`config.mk`:
```
export PLATFORM = sky130hd
export DESIGN_NAME = rom_dl_ctrl_flat
export DESIGN_NICKNAME = d
export VERILOG_FILES = /design/src/rtl/rom_dl_ctrl_if.sv /design/src/rtl/rom_dl_ctrl.sv /design/src/flat_wrapper.sv
export SDC_FILE = /design/constraint.sdc
export NUM_CORES = 1
export LEC_CHECK = 0
export BUFFER_PORTS_ARGS = -buffer_cell sky130_fd_sc_hd__buf_2
export CORE_UTILIZATION = 40
export CTS_CLUSTER_DIAMETER = 60
export DETAILED_ROUTE_END_ITERATION = 6
export MAX_ROUTING_LAYER = met4
export PLACE_DENSITY = 0.69
export SETUP_SLACK_MARGIN = 0.5
export SLEW_MARGIN = 20
export SYNTH_ARGS = -nofsm -noshare
export SYNTH_HDL_FRONTEND = slang
export SYNTH_SLANG_ARGS = --single-unit
```
`constraint.sdc`:
```
create_clock -name clk_sys -period 2.3 [get_ports clk_sys]
set_input_delay 0.23 -clock clk_sys [delete_from_list [all_inputs] [get_ports clk_sys]]
set_output_delay 0.23 -clock clk_sys [all_outputs]
set_load 0.01 [all_outputs]
```
`src/rtl/rom_dl_ctrl_if.sv`:
```
// Download/auxiliary write bus between hps_io, rom_dl_ctrl and the core write port.
// master = requester side (hps_io + aux port), slave = rom_dl_ctrl.
interface rom_dl_ctrl_if;
    // Handshake: ioctl_wr and dn_wr are one-cycle strobes with no back-pressure;
    // aux_req is a level request (valid) and aux_ack a one-cycle pulse (ready)
    // marking the cycle the aux address/data were issued on dn_*.
    logic        ioctl_download;
    logic        ioctl_wr;
    logic [24:0] ioctl_addr;
    logic [7:0]  ioctl_dout;
    logic        aux_req;
    logic [16:0] aux_addr;
    logic [7:0]  aux_data;
    logic        aux_ack;
    logic [16:0] dn_addr;
    logic [7:0]  dn_data;
    logic        dn_wr;

    modport master (
        output ioctl_download, ioctl_wr, ioctl_addr, ioctl_dout,
        output aux_req, aux_addr, aux_data,
        input  aux_ack, dn_addr, dn_data, dn_wr
    );

    modport slave (
        input  ioctl_download, ioctl_wr, ioctl_addr, ioctl_dout,
        input  aux_req, aux_addr, aux_data,
        output aux_ack, dn_addr, dn_data, dn_wr
    );
endinterface

```
`src/rtl/rom_dl_ctrl.sv`:
```
// ROM download sequencer: muxes ioctl bytes and aux NVRAM writes onto the core write
// port and holds the core in reset while loading. Optional checksum: DL_CHECKSUM_EN.
module rom_dl_ctrl #(
    parameter int unsigned ROM_BYTES   = 32'h18000,
    parameter int unsigned HOLD_CYCLES = 256,
    parameter logic [7:0]  EXP_CSUM    = 8'h00
) (
    input  logic          clk_sys,
    input  logic          reset,
    rom_dl_ctrl_if.slave  bus,
    output logic          core_reset,
    output logic          done,
    output logic          overflow,
    output logic [7:0]    csum,
    output logic          csum_ok,
    output logic [1:0]    state_dbg
);

    localparam logic [1:0] ST_HOLD = 2'd0;
    localparam logic [1:0] ST_LOAD = 2'd1;
    localparam logic [1:0] ST_RUN  = 2'd2;

    localparam logic [24:0] ROM_LIMIT   = 25'(ROM_BYTES);
    localparam logic [15:0] HOLD_RELOAD = 16'(HOLD_CYCLES - 1);

    logic [1:0]  state_q, state_d;
    logic [15:0] cnt_q, cnt_d;
    logic        dl_q;
    logic        dn_wr_q, dn_wr_d;
    logic [16:0] dn_addr_q, dn_addr_d;
    logic [7:0]  dn_data_q, dn_data_d;
    logic        aux_ack_q, aux_ack_d;
    logic        overflow_q, overflow_d;

    logic dl_rise;
    logic in_range;
    logic dl_accept;
    logic load_entry;

    assign dl_rise    = bus.ioctl_download & ~dl_q;
    // Full 25-bit compare so high address bits cannot alias into the ROM window.
    assign in_range   = (bus.ioctl_addr < ROM_LIMIT);
    assign dl_accept  = (state_q == ST_LOAD) && bus.ioctl_wr && in_range;
    assign load_entry = (state_q != ST_LOAD) && dl_rise;

    always_comb begin
        state_d    = state_q;
        cnt_d      = cnt_q;
        dn_wr_d    = 1'b0;
        aux_ack_d  = 1'b0;
        dn_addr_d  = dn_addr_q;
        dn_data_d  = dn_data_q;
        overflow_d = overflow_q;

        case (state_q)
            ST_HOLD: begin
                if (dl_rise) begin
                    state_d    = ST_LOAD;
                    overflow_d = 1'b0;
                end else if (cnt_q == 16'd0) begin
                    state_d = ST_RUN;
                end else begin
                    cnt_d = cnt_q - 16'd1;
                end
            end

            ST_LOAD: begin
                if (dl_accept) begin
                    dn_wr_d   = 1'b1;
                    dn_addr_d = bus.ioctl_addr[16:0];
                    dn_data_d = bus.ioctl_dout;
                end else if (bus.ioctl_wr) begin
                    overflow_d = 1'b1;
                end
                // A byte strobed alongside the falling edge is still written above.
                if (!bus.ioctl_download) begin
                    state_d = ST_HOLD;
                    cnt_d   = HOLD_RELOAD;
                end
            end

            ST_RUN: begin
                if (dl_rise) begin
                    state_d    = ST_LOAD;
                    overflow_d = 1'b0;
                end else if (bus.aux_req && !dn_wr_q) begin
                    dn_wr_d   = 1'b1;
                    aux_ack_d = 1'b1;
                    dn_addr_d = bus.aux_addr;
                    dn_data_d = bus.aux_data;
                end
            end

            default: begin
                state_d = ST_HOLD;
                cnt_d   = HOLD_RELOAD;
            end
        endcase
    end

    always_ff @(posedge clk_sys) begin
        if (reset) begin
            state_q    <= ST_HOLD;
            cnt_q      <= HOLD_RELOAD;
            dl_q       <= 1'b0;
            dn_wr_q    <= 1'b0;
            dn_addr_q  <= 17'd0;
            dn_data_q  <= 8'd0;
            aux_ack_q  <= 1'b0;
            overflow_q <= 1'b0;
        end else begin
            state_q    <= state_d;
            cnt_q      <= cnt_d;
            dl_q       <= bus.ioctl_download;
            dn_wr_q    <= dn_wr_d;
            dn_addr_q  <= dn_addr_d;
            dn_data_q  <= dn_data_d;
            aux_ack_q  <= aux_ack_d;
            overflow_q <= overflow_d;
        end
    end

    assign bus.dn_wr   = dn_wr_q;
    assign bus.dn_addr = dn_addr_q;
    assign bus.dn_data = dn_data_q;
    assign bus.aux_ack = aux_ack_q;

    assign core_reset = (state_q != ST_RUN);
    assign done       = (state_q == ST_RUN);
    assign overflow   = overflow_q;
    assign state_dbg  = state_q;

`ifdef DL_CHECKSUM_EN
    logic [7:0] csum_q, csum_d;

    // Only accepted download bytes count; aux writes never touch the sum.
    always_comb begin
        csum_d = csum_q;
        if (load_entry) begin
            csum_d = 8'd0;
        end else if (dl_accept) begin
            csum_d = csum_q + bus.ioctl_dout;
        end
    end

    always_ff @(posedge clk_sys) begin
        if (reset) begin
            csum_q <= 8'd0;
        end else begin
            csum_q <= csum_d;
        end
    end

    assign csum    = csum_q;
    assign csum_ok = (csum_q == EXP_CSUM) && done;
`else
    // Without the accumulator the expected value has no role; the sum reads as zero.
    localparam logic [7:0] CSUM_TIE = EXP_CSUM & 8'h00;

    logic unused_load_entry;
    assign unused_load_entry = load_entry;

    assign csum    = CSUM_TIE;
    assign csum_ok = 1'b1;
`endif

endmodule
```
`src/flat_wrapper.sv`:
```
// flat-port wrapper written by rule: the top's interface ports become plain ports
module rom_dl_ctrl_flat 
#(
    parameter int unsigned ROM_BYTES   = 32'h18000,
    parameter int unsigned HOLD_CYCLES = 256,
    parameter logic [7:0]  EXP_CSUM    = 8'h00
)
  (clk_sys, reset, core_reset, done, overflow, csum, csum_ok, state_dbg, bus_ioctl_download, bus_ioctl_wr, bus_ioctl_addr, bus_ioctl_dout, bus_aux_req, bus_aux_addr, bus_aux_data, bus_aux_ack, bus_dn_addr, bus_dn_data, bus_dn_wr);
  rom_dl_ctrl_if bus_i ();
  input  logic clk_sys;
  input  logic reset;
  output logic core_reset;
  output logic done;
  output logic overflow;
  output logic [7:0] csum;
  output logic csum_ok;
  output logic [1:0] state_dbg;
  input wire logic [$bits(bus_i.ioctl_download)-1:0] bus_ioctl_download;
  input wire logic [$bits(bus_i.ioctl_wr)-1:0] bus_ioctl_wr;
  input wire logic [$bits(bus_i.ioctl_addr)-1:0] bus_ioctl_addr;
  input wire logic [$bits(bus_i.ioctl_dout)-1:0] bus_ioctl_dout;
  input wire logic [$bits(bus_i.aux_req)-1:0] bus_aux_req;
  input wire logic [$bits(bus_i.aux_addr)-1:0] bus_aux_addr;
  input wire logic [$bits(bus_i.aux_data)-1:0] bus_aux_data;
  output wire logic [$bits(bus_i.aux_ack)-1:0] bus_aux_ack;
  output wire logic [$bits(bus_i.dn_addr)-1:0] bus_dn_addr;
  output wire logic [$bits(bus_i.dn_data)-1:0] bus_dn_data;
  output wire logic [$bits(bus_i.dn_wr)-1:0] bus_dn_wr;
  assign bus_i.ioctl_download = bus_ioctl_download;
  assign bus_i.ioctl_wr = bus_ioctl_wr;
  assign bus_i.ioctl_addr = bus_ioctl_addr;
  assign bus_i.ioctl_dout = bus_ioctl_dout;
  assign bus_i.aux_req = bus_aux_req;
  assign bus_i.aux_addr = bus_aux_addr;
  assign bus_i.aux_data = bus_aux_data;
  assign bus_aux_ack = bus_i.aux_ack;
  assign bus_dn_addr = bus_i.dn_addr;
  assign bus_dn_data = bus_i.dn_data;
  assign bus_dn_wr = bus_i.dn_wr;
  rom_dl_ctrl #(.ROM_BYTES(ROM_BYTES), .HOLD_CYCLES(HOLD_CYCLES), .EXP_CSUM(EXP_CSUM)) u_core (.clk_sys(clk_sys), .reset(reset), .bus(bus_i), .core_reset(core_reset), .done(done), .overflow(overflow), .csum(csum), .csum_ok(csum_ok), .state_dbg(state_dbg));
endmodule
```
==> results.json <==
{
  "path_class": "reg -> reg",
  "synth_edf_count": 0,
  "wl_per_cell_um": 14.4,
  "final_common_cell": "buf_2",
  "rsz0062_at_grt": "true",
  "yosysSeqAreaShare_pct": 39.9,
  "ys_async_sr_fraction_pct": 0,
  "cp_data_required_time_ps": 2530,
  "grt-ovfl-total": 0,
  "viasPerCell": 5.20,
  "p_leak_uw": 0.00139,
  "synth_cells": 267,
  "place_area_um2": 2860,
  "cts-root-buf": "clkbuf_8",
  "fmax_mhz": 532,
  "synth_area_um2": 2360,
  "swShare_pct": 26.8,
  "fin_skew_ps": 11.1,
  "ys_dominant_reg_cell": "dfxtp_1",
  "hold_path_class": "in -> reg",
  "antenna_cells": 0,
  "finalHoldViolCount": 0,
  "synth.avg_cell_area_um2": 8.83,
  "remaining_drc_errors": 0,
  "grt_max_degree": 36,
  "crit_path_max_fanout": 6,
  "fp.coreArea_um2": 5610,
  "power.density_nw_per_um2": 567,
  "layout.nets": 447,
  "switchingPower_uw": 509,
  "antenna_found_initial": 0,
  "dp.cells": 418,
  "synth_seq_cells": 47,
  "finalNonFillerCells": 451,
  "yosys_warnings": 0,
  "vias": 2346,
  "worstSkewPairLatency_ps": 300,
  "synth_cell_type_count": 45,
  "htree_levels": 2,
  "area_delta_synth_final_pct": 42.1,
  "rows": 27,
  "wl_um": 6490,
  "arrival_ps": 2110,
  "ios": 104,
  "drtIter0Drc": 101,
  "setup_viol": 0,
  "ir_drop_uv": 395,
  "ant_nets": 0,
  "crit_path_end_kind": "register",
  "grt_pass1_wl_um": 9470,
  "portBuffers": 94,
  "dp_slack_ps": 302,
  "max_slew_margin_pct": 56.3,
  "worst_slack_ps": 420,
  "outcome": "complete, no violations",
  "slew_viol_final": 0,
  "tightest_slew_ps": 656,
  "maxCapViolCount": 0,
  "post-route-util_pct": 59.8,
  "pwr-share-clk_pct": 30.5,
  "startpoint_type": "register",
  "power_frac_comb_pct": 22.0,
  "routabilityCongestion": 0.831,
  "power_frac_seq_pct": 47.5,
  "track_usage_pct": 20.0,
  "start_util_pct": 42.1,
  "fin_crit_sh_pct": 81.8,
  "dieWidth_um": 78.8,
  "clk_path_buf_depth": 2,
  "die_h_um": 78.8,
  "numCtsBuffers": 5,
  "cts_tree": "built",
  "drive_gt1_share_pct": 43.3,
  "dp_hpwl_um": 3960,
  "first_pass_iters": 4,
  "layout_common_cells": "94 x buf_2, 42 x dfxtp_1, 36 x nor2_1, 26 x mux2i_1",
  "hold_buffers": 0,
  "design_area_um2": 3350,
  "fin_tns_setup_ps": 0,
  "min_period_ps": 1880,
  "grt_pass1_vias": 2066,
  "clock-sinks": 47,
  "clk_pin_slew_ps": 80,
  "p_int_uw": 1390,
  "die_area_um2": 6210
}
[registers in the layout (all words and copies together), names as in the netlist]
| signal | flops |
|---|---|
| u_core.bus.dn_addr | 17 |
| u_core.bus.dn_wr | 1 |
| u_core.state_dbg | 2 |
| u_core.cnt_q | 16 |
| u_core.bus.dn_data | 8 |
| u_core.overflow | 1 |
| u_core.bus.aux_ack | 1 |
| u_core.dl_q | 1 |
[routing by layer]
layer / vias to the layer above / track usage [%] / share of wire [%]
li1: 1173 / - / -
met1: 1070 / 23.7 / 44
met2: 88 / 32.8 / 50
met3: 15 / 3.68 / 4.6
met4: 0 / 9.07 / 2.2
met5: - / - / 0
[path summary, 6_finish.rpt]
check	cells past startpoint	slack (ps)	to	from
setup / recovery	5	420	u_core.cnt_q[11]	u_core.cnt_q[2]
hold / removal	2	260	u_core.dl_q	bus_ioctl_download
setup reg to reg	5	420	u_core.cnt_q[11]	u_core.cnt_q[2]
hold reg to reg	2	490	u_core.cnt_q[9]	u_core.cnt_q[9]
[timing repair]
item                                    4_1_cts  5_1_grt
pin swaps                                     6        8
endpoints found under the setup margin       35       39
buffers inserted                             17        7
cloned                                        2        0
gates resized for setup                      20       21
[kinds of logic after synthesis]
group           Yosys count  synth area share (%)
compound gates           57                  15.9
xor+xnor                  6                  2.23
fa+ha+maj                 5                  2.65
buf+inv                  31                  6.68
flops                    47                  39.9
mux                      26                  11.0
other cells               2                 0.318
simple gates             93                  21.3
[through the flow]
stage	hold slack, ps	power (µW)
after detailed placement	470	1240
after CTS	249	1870
final	265	1900
after global routing	259	1990
after floorplan	358	1120
after global placement	479	1230
[worst max-delay path, stage by stage (launching register included)]
cell and delay, ps:
dfxtp_2 350, or4_4 570, nor4_4 260, nand3_2 170, or3_1 330, a21oi_1 140
[power groups by stage]
stage | clock network (µW) | registers, µW | logic, µW
2_1_floorplan | 0 | 936 | 189
3_3_place_gp | 0 | 913 | 318
3_5_place_dp | 0 | 916 | 323
4_1_cts | 587 | 898 | 387
5_1_grt | 633 | 909 | 453
6_report | 579 | 902 | 418
[Yosys cell counts, types with 2 or more instances]
master     n  area share, %
nor4_1     5            1.3
or4_1      2           0.64
inv_1      7            1.1
buf_2      6            1.3
o21ai_0    8            1.7
nor2b_1    5            1.3
conb_1     2           0.32
xnor2_1    2           0.74
nor3_1     5            1.1
a21oi_1   14            3.0
dfxtp_1   47             40
or3_1      3           0.80
a211oi_1  25            8.0
nand2b_1   2           0.53
and4_1     2           0.74
nor2_1    36            5.7
a31oi_1    2           0.53
nand4_1    4            1.1
and3_1     2           0.53
ha_1       5            2.7
buf_4      9            2.9
mux2i_1   26             11
xor2_1     4            1.5
nand3_1    5            1.1
nand2_1   11            1.8
clkbuf_1   9            1.4
[area by class of cell]
type	count	area (µm²)
fillers	506	2260
multi-input cells	196	1430
flip-flops and latches	47	957
repair buffers	122	737
well taps	72	90.1
clock buffers	6	72.6
inverters	7	36.3
clock inverters	1	30.0
Power figures use the tool's default switching activity.
